### src/rtl/tmr_scrub_pkg.sv
// Shared definitions for the TMR lane scrubber: FSM encodings and small helpers.
package tmr_scrub_pkg;

    typedef logic [2:0] state_t;

    localparam state_t S_IDLE   = 3'd0;
    localparam state_t S_SNAP   = 3'd1;
    localparam state_t S_SCAN   = 3'd2;
    localparam state_t S_REPORT = 3'd3;
    localparam state_t S_WAIT   = 3'd4;

    // Index width that stays at least one bit wide for tiny ranges.
    function automatic int lane_w(input int n);
        return (n <= 1) ? 1 : $clog2(n);
    endfunction

    function automatic logic maj3(input logic a, input logic b, input logic c);
        return (a & b) | (a & c) | (b & c);
    endfunction

endpackage

### src/rtl/tmr_scrub_wait_cnt.sv
// Inter-sweep idle counter: loads INTERVAL-1, counts down to zero and holds there.
module tmr_scrub_wait_cnt
    import tmr_scrub_pkg::*;
#(
    parameter int INTERVAL = 16
) (
    input  logic clk,
    input  logic rstn,
    input  logic load,
    input  logic dec,
    output logic zero
);

    localparam int CW = lane_w(INTERVAL);

    logic [CW-1:0] cnt;

    always_ff @(posedge clk) begin
        if (!rstn) begin
            cnt <= '0;
        end else if (load) begin
            cnt <= CW'(INTERVAL - 1);
        end else if (dec && (cnt != '0)) begin
            cnt <= cnt - CW'(1);
        end
    end

    assign zero = (cnt == '0);

endmodule

### src/rtl/tmr_lane_scrubber.sv
// Walks a snapshot of three replica buses one lane per cycle and requests a
// majority-value refresh for every lane whose replicas disagree.
module tmr_lane_scrubber
    import tmr_scrub_pkg::*;
#(
    parameter int LANES    = 6,
    parameter int INTERVAL = 16,
    parameter int CNT_W    = 8
) (
    input  logic                     clk,
    input  logic                     rstn,
    input  logic                     en,
    input  logic                     clr_cnt,
    input  logic [LANES-1:0]         in_a,
    input  logic [LANES-1:0]         in_b,
    input  logic [LANES-1:0]         in_c,
    output logic                     fix_valid,
    input  logic                     fix_ready,
    output logic [$clog2(LANES)-1:0] fix_lane,
    output logic                     fix_value,
    output logic                     sweep_done,
    output logic                     busy,
    output logic [CNT_W-1:0]         err_cnt
);

    localparam int LW = lane_w(LANES);

    state_t           state;
    logic [LANES-1:0] snap_a, snap_b, snap_c;
    logic [LW-1:0]    lane;

    logic cur_a, cur_b, cur_c;
    logic mism, last, accept, enter_wait, wait_zero;

    assign cur_a  = snap_a[lane];
    assign cur_b  = snap_b[lane];
    assign cur_c  = snap_c[lane];
    assign mism   = !((cur_a == cur_b) && (cur_b == cur_c));
    assign last   = (lane == LW'(LANES - 1));
    assign accept = fix_valid && fix_ready;

    // Finishing the last lane (clean or after its refresh) starts the idle gap.
    assign enter_wait = ((state == S_SCAN) && en && !mism && last) ||
                        ((state == S_REPORT) && accept && en && last);

    assign busy = (state == S_SNAP) || (state == S_SCAN) || (state == S_REPORT);

    tmr_scrub_wait_cnt #(
        .INTERVAL (INTERVAL)
    ) u_wait_cnt (
        .clk  (clk),
        .rstn (rstn),
        .load (enter_wait),
        .dec  (state == S_WAIT),
        .zero (wait_zero)
    );

    always_ff @(posedge clk) begin
        if (!rstn) begin
            state      <= S_IDLE;
            snap_a     <= '0;
            snap_b     <= '0;
            snap_c     <= '0;
            lane       <= '0;
            fix_valid  <= 1'b0;
            fix_lane   <= '0;
            fix_value  <= 1'b0;
            sweep_done <= 1'b0;
            err_cnt    <= '0;
        end else begin
            sweep_done <= enter_wait;

            // A clear wins over a coincident increment.
            if (clr_cnt) begin
                err_cnt <= '0;
            end else if (accept && (err_cnt != '1)) begin
                err_cnt <= err_cnt + CNT_W'(1);
            end

            case (state)
                S_IDLE: begin
                    if (en) state <= S_SNAP;
                end
                S_SNAP: begin
                    snap_a <= in_a;
                    snap_b <= in_b;
                    snap_c <= in_c;
                    lane   <= '0;
                    state  <= S_SCAN;
                end
                S_SCAN: begin
                    if (!en) begin
                        state <= S_IDLE;
                    end else if (mism) begin
                        fix_lane  <= lane;
                        fix_value <= maj3(cur_a, cur_b, cur_c);
                        fix_valid <= 1'b1;
                        state     <= S_REPORT;
                    end else if (last) begin
                        state <= S_WAIT;
                    end else begin
                        lane <= lane + LW'(1);
                    end
                end
                S_REPORT: begin
                    if (accept) begin
                        fix_valid <= 1'b0;
                        if (!en) begin
                            state <= S_IDLE;
                        end else if (last) begin
                            state <= S_WAIT;
                        end else begin
                            lane  <= lane + LW'(1);
                            state <= S_SCAN;
                        end
                    end
                end
                S_WAIT: begin
                    if (wait_zero) state <= en ? S_SNAP : S_IDLE;
                end
                default: state <= S_IDLE;
            endcase
        end
    end

endmodule

### config.mk
export PLATFORM = sky130hd
export DESIGN_NAME = tmr_lane_scrubber
export DESIGN_NICKNAME = d
export VERILOG_FILES = /design/src/rtl/tmr_scrub_pkg.sv /design/src/rtl/tmr_scrub_wait_cnt.sv /design/src/rtl/tmr_lane_scrubber.sv
export SDC_FILE = /design/constraint.sdc
export NUM_CORES = 1
export LEC_CHECK = 0
export ABC_AREA = 0
export CORE_MARGIN = 1
export CORE_UTILIZATION = 25
export CTS_BUF_LIST = sky130_fd_sc_hd__clkbuf_2
export CTS_CLUSTER_SIZE = 25
export DETAILED_ROUTE_END_ITERATION = 16
export SLEW_MARGIN = 20
export SYNTH_ARGS = -nofsm -noshare
export SYNTH_HDL_FRONTEND = slang
export SYNTH_SLANG_ARGS = --single-unit
export TNS_END_PERCENT = 1
### constraint.sdc
create_clock -name clk -period 6.8 [get_ports clk]
set_input_delay 1.36 -clock clk [delete_from_list [all_inputs] [get_ports clk]]
set_output_delay 1.36 -clock clk [all_outputs]
set_load 0.01 [all_outputs]
======== Word level (Yosys, flattened, before mapping) ========
Index checks and enable logic that the tools add are counted.
word-level totals
  register bits after elaboration ......... 42
  input bits .............................. 23
  output and inout bits ................... 15
  logic and storage cells ................. 90
cells by class
  add/sub/neg operators ................... 3
  magnitude comparators ................... 1
  equality and inequality tests ........... 16
  mux-type cells .......................... 28
  bitwise gates (word level) .............. 7
  reduce and logical (&&, ||, !) cells .... 24
operators by type and width
  operator                                              number
  2-to-1 mux 3 bit                                      13
  one-hot mux 3 bit (5 select lines)                    1
  != test 2 bit (second input constant)                 7
  logical AND 1 bit                                     10
  binary-select mux 1 bit (select 3 bit)                3
  one-hot mux 3 bit (3 select lines)                    1
  adder 8 x 1 -> 8 bit (second input constant)          1
  2-to-1 mux 4 bit                                      2
  != test 8 bit (second input constant)                 1
  AND reduction 4 bit                                   2
  2-to-1 mux 1 bit                                      7
  equality test 3 x 2 -> 1 bit (second input constant)  2
  equality test 3 bit (second input constant)           2
  AND reduction 5 bit                                   1
  zero test 4 bit                                       1
  < comparator 3 x 4 -> 1 bit (second input constant)   1
  != test 4 bit (second input constant)                 1
  nonzero test 2 bit                                    2
  nonzero test 4 bit                                    1
  subtractor 4 x 1 -> 4 bit (second input constant)     1
  adder 3 x 1 -> 3 bit (second input constant)          1
  AND 1 bit                                             3
  equality test 3 x 1 -> 1 bit (second input constant)  1
  zero test 3 bit                                       1
  8 further kinds                                       13

======== Logic depth before layout (Yosys ltp) ========
  word-level depth ........................ 8
  depth in mapped cells ................... 9
  mapped depth without buffers ............ 8

======== Cells and area by module ========
Synthesis repeated with hierarchy kept, for this count alone.
unflattened totals
  cells, all modules ...................... 250
  area, all modules ....................... 2159.6 sq um
modules (own cells, without submodules)
  module              times used  cells an instance  area an instance (sq um)
  tmr_lane_scrubber   1           226                1938.1
  tmr_scrub_wait_cnt  1           24                 221.5

======== Least setup slack after synthesis ========
No wires, ideal clock.
  kind .................................... register to register
  start point ............................. reg lane[0]
  end point ............................... reg lane[0]
  library setup time ...................... 0.119 ns
  data arrival time ....................... 2.585 ns
  data required time ...................... 6.681 ns
  setup slack ............................. 4.096 ns
  stages on the path, launching flop included .. 10
  path buffers ............................ 1
  cell sequence ........................... dfxtp_1 -> buf_2 -> mux4_2 -> inv_1 -> o22ai_1 -> ha_1 -> or4b_1 -> or3_1 -> a21boi_0 -> nor3_1
between the ends
  longest elaborated chain between the ends .. 6
ends and longest elaborated chain
  what                                                              line                                                                       text
  from (decl)                                                       tmr_lane_scrubber.sv:30                                                    logic [LW-1:0] lane;
  from (signal assigned)                                            tmr_lane_scrubber.sv:102                                                   lane <= lane + LW'(1);
  from (signal assigned)                                            tmr_lane_scrubber.sv:113                                                   lane <= lane + LW'(1);
  binary-select mux 1 bit (select 3 bit), on equally long branches  tmr_lane_scrubber.sv:35, tmr_lane_scrubber.sv:36, tmr_lane_scrubber.sv:37
  2-to-1 mux 1 bit, on equally long branches                        tmr_lane_scrubber.sv:35, tmr_lane_scrubber.sv:36, tmr_lane_scrubber.sv:37
  equality test 1 bit                                               tmr_lane_scrubber.sv:38                                                    assign mism = !((cur_a == cur_b) && (cur_b == cur_c));
  logical AND 1 bit                                                 tmr_lane_scrubber.sv:38
  != test 2 bit (no source line)                                    -
  AND reduction 5 bit (no source line)                              -
Parallel ways exist; a longest one is shown, timed or not. The select of a mux whose other input is x is not followed.
A chain may end at the register's enable or synchronous reset.

======== Final worst setup path ========
  start point ............................. reg state[1]
  end point ............................... out busy
between the ends
  longest elaborated chain between the ends .. 3
ends and longest elaborated chain
  what                                                                          line                      text
  from (decl)                                                                   tmr_lane_scrubber.sv:28   state_t state;
  from (signal assigned)                                                        tmr_lane_scrubber.sv:119  if (wait_zero) state <= en ? S_SNAP : S_IDLE;
  equality test 3 x 1 -> 1 bit or equality test 3 x 2 -> 1 bit (tied branches)  tmr_lane_scrubber.sv:46   assign busy = (state == S_SNAP) || (state == S_SCAN) || (state == S_REPORT);
  logical OR 1 bit                                                              tmr_lane_scrubber.sv:46
  logical OR 1 bit *                                                            tmr_lane_scrubber.sv:46
  to (decl)                                                                     tmr_lane_scrubber.sv:22   output logic busy,
Mark *: on every way between the ends. The rest lies on a longest branch, timed or not.

==> impl_metrics.env <==
export IMPL_syn_area_um2=2060
export IMPL_r2r_start="lane[0]"
export IMPL_setup_viol=0
export IMPL_portBuffers=37
export IMPL_syn_area_per_cell_um2=8.37
export IMPL_initial_core_util=0.262
export IMPL_drt_wirelength_per_cell_um=11.9
export IMPL_rsz0062_at_grt="false"
export IMPL_ir_worst_vdd_v=0.0000706
export IMPL_drt_wl_total_um=4520
export IMPL_r2r_setup_slack_ps=3780
export IMPL_crit_arrival_ps=1780
export IMPL_slew_headroom=0.376
export IMPL_hold_slack_ps=470
export IMPL_nets=306
export IMPL_area_growth_pct=24.9
export IMPL_final_cell_mix="dfxtp_1, nand2_1, clkdlybuf4s50_1, a21oi_1, nor2_1"
export IMPL_path_common_cell="nor2_1"
export IMPL_ys_flop_type="dfxtp_1"
export IMPL_min_to="snap_a[0]"
export IMPL_core_area_um2=7850
export IMPL_slowest_stage="dfxtp_1"
export IMPL_postRouteAntennaNets=0
export IMPL_clock_fmax_ghz=0.319
export IMPL_die_x_um=92.7
export IMPL_startpoint_type="flop"
export IMPL_synthArstFlopShare=0
export IMPL_syn_inst=246
export IMPL_fin_skew_ps=15.1
export IMPL_die_h_um=92.7
export IMPL_clk_pin_slew_ps=220
export IMPL_ys_seq_area_frac=0.409
export IMPL_htreeDepth=2
export IMPL_cts_sinks=42
export IMPL_reg2reg_to="state[0]"
export IMPL_ctsRootBufferMaster="clkbuf_2"
export IMPL_fin_ws_ps=3660
export IMPL_grt_pass1_wl_um=7730
export IMPL_min_delay_path_class="flop to flop"
export IMPL_post_route_cells_drive_above_1_share=0.0683
export IMPL_busiest_layer="met2"
export IMPL_dpl_worst_slack_ps=3600
export IMPL_r2r_cells=8
export IMPL_holdPathStages=2
export IMPL_grt_max_degree=33
export IMPL_overflow=0
export IMPL_worstMarginPinSlew_ps=934
export IMPL_grt_util_met3=0.0279
export IMPL_final_common_cell="dfxtp_1"
export IMPL_ys_ff_latch=42
export IMPL_end_kind="primary output"
export IMPL_finalHoldViolations=0
export IMPL_drv_slew=0
export IMPL_slowest_delay_ps=640
export IMPL_grt_antenna_before_repair=0
export IMPL_period_share=0.462
export IMPL_power_leakage_nw=0.894
export IMPL_status="finished, final reports clean"
export IMPL_hp_start="snap_a[0]"
export IMPL_worstPathRequired_ps=5440
export IMPL_cts_path_max_buffers=2
export IMPL_powerDensity_nw_per_um2=226
export IMPL_min_period_ps=3140
export IMPL_core_rowCount=32
export IMPL_critPathMaxFanout=12
export IMPL_power_uw=581
export IMPL_cts_resized=0
export IMPL_grt_pass1_vias=1682
export IMPL_use_met1=0.143
export IMPL_finalSetupTns_ps=0
export IMPL_cap_violations=0
export IMPL_num_antenna_cells=0
export IMPL_cp_cell_sequence="nor2_1, nor2_1, clkdlybuf4s50_1"
export IMPL_drtIter0Drc=88
export IMPL_drcViolationCount=0
export IMPL_syn_nets=275
export IMPL_synth_cell_type_count=47
export IMPL_place_gp_congestion=0.785
export IMPL_die_area_um2=8600
export IMPL_cts_tree="yes"
export IMPL_clock_latency_ps=400
export IMPL_boundaryPins=38
export IMPL_path_class="flop to primary output"
export IMPL_hold_buffers=0
export IMPL_synth_edf_count=0
export IMPL_firstDrtPassIters=4
export IMPL_numCtsBuffers=5
export IMPL_synth_warnings=0
export IMPL_track_usage=0.110
export IMPL_vias=1821
export IMPL_viasPerCell=4.79
export IMPL_dp_hpwl_um=3220
export IMPL_cts_post_setup_buffers_inserted=0
export IMPL_grt_use_met2=0.183
cell type report:
type                            instances  area (µm²)
Clock buffer                            7        35.0
Clock inverter                          1        30.0
Fill cell                             860        5280
Inverter                               10        37.5
Multi-Input combinational cell        180        1120
Sequential cell                        42         841
Tap cell                              102         128
Timing Repair Buffer                   38         378
sequential cells by signal, summed over array words and instances, names as in the netlist:
register	flops
sweep_done	1
lane	3
snap_c	6
u_wait_cnt.cnt	4
snap_a	6
fix_valid	1
err_cnt	8
state	3
fix_lane	3
snap_b	6
fix_value	1
cell usage after synthesis (all sizes together), types with 4 or more instances:
library cell | count | area, µm²
nor2 | 19 | 71.3
o211ai | 4 | 35.0
nor3 | 7 | 35.0
or3 | 4 | 25.0
a31oi | 7 | 43.8
dfxtp | 42 | 841
buf | 10 | 47.6
nand2 | 41 | 154
a21oi | 27 | 135
clkbuf | 4 | 15.0
mux2i | 12 | 120
ha | 6 | 75.1
inv | 10 | 37.5
nand2b | 4 | 25.0
o21ai | 5 | 25.0
critical path: cells and delay by family, from the launching register on:
family,cells,cell delay (ps)
buffers and inverters,1,550
flip-flops,1,640
AND/OR/NAND/NOR,2,180
cell families after synthesis:
group / after synthesis / synth area share
buffers and inverters: 24 / 0.0486
xor gates and xnor gates: 4 / 0.0170
AOI/OAI and AO/OA: 63 / 0.196
adders and majority gates: 6 / 0.0365
muxes: 14 / 0.0748
and+or+nand+nor: 93 / 0.218
DFF: 42 / 0.409
worst max path at each step:
| stage | from | end | cells past startpoint |
|---|---|---|---|
| finish | state[1] | busy | 3 |
| floorplan | lane[0] | lane[0] | 9 |
| global placement | rstn | state[1] | 5 |
| CTS | state[1] | busy | 3 |
| detailed placement | rstn | state[1] | 5 |
| global route | state[1] | busy | 3 |
report_power, final:
group          leakage, nW  total [mW]  switching, mW  internal [mW]
registers            0.341       0.298         0.0297          0.268
clock network       0.0432       0.146         0.0809         0.0655
logic                0.510       0.137         0.0719         0.0652
routing by layer:
metal / vias up / wire [µm] / share of wire
met3: 4 / 221 / 0.049
met2: 44 / 2090 / 0.46
met5: - / 0 / 0
met4: 0 / 43 / 0.0095
li1: 938 / - / -
met1: 835 / 2160 / 0.48
per-stage QoR:
stage                     instance area, µm²  std cells   util
final                                   2570        380  0.328
after global routing                    2570        380  0.328
after CTS                               2570        380  0.328
after detailed placement                2510        372  0.319
after global placement                  2510        372  0.319
after floorplan                         2060        246      -
No activity file was read; power rests on OpenSTA's default activity.
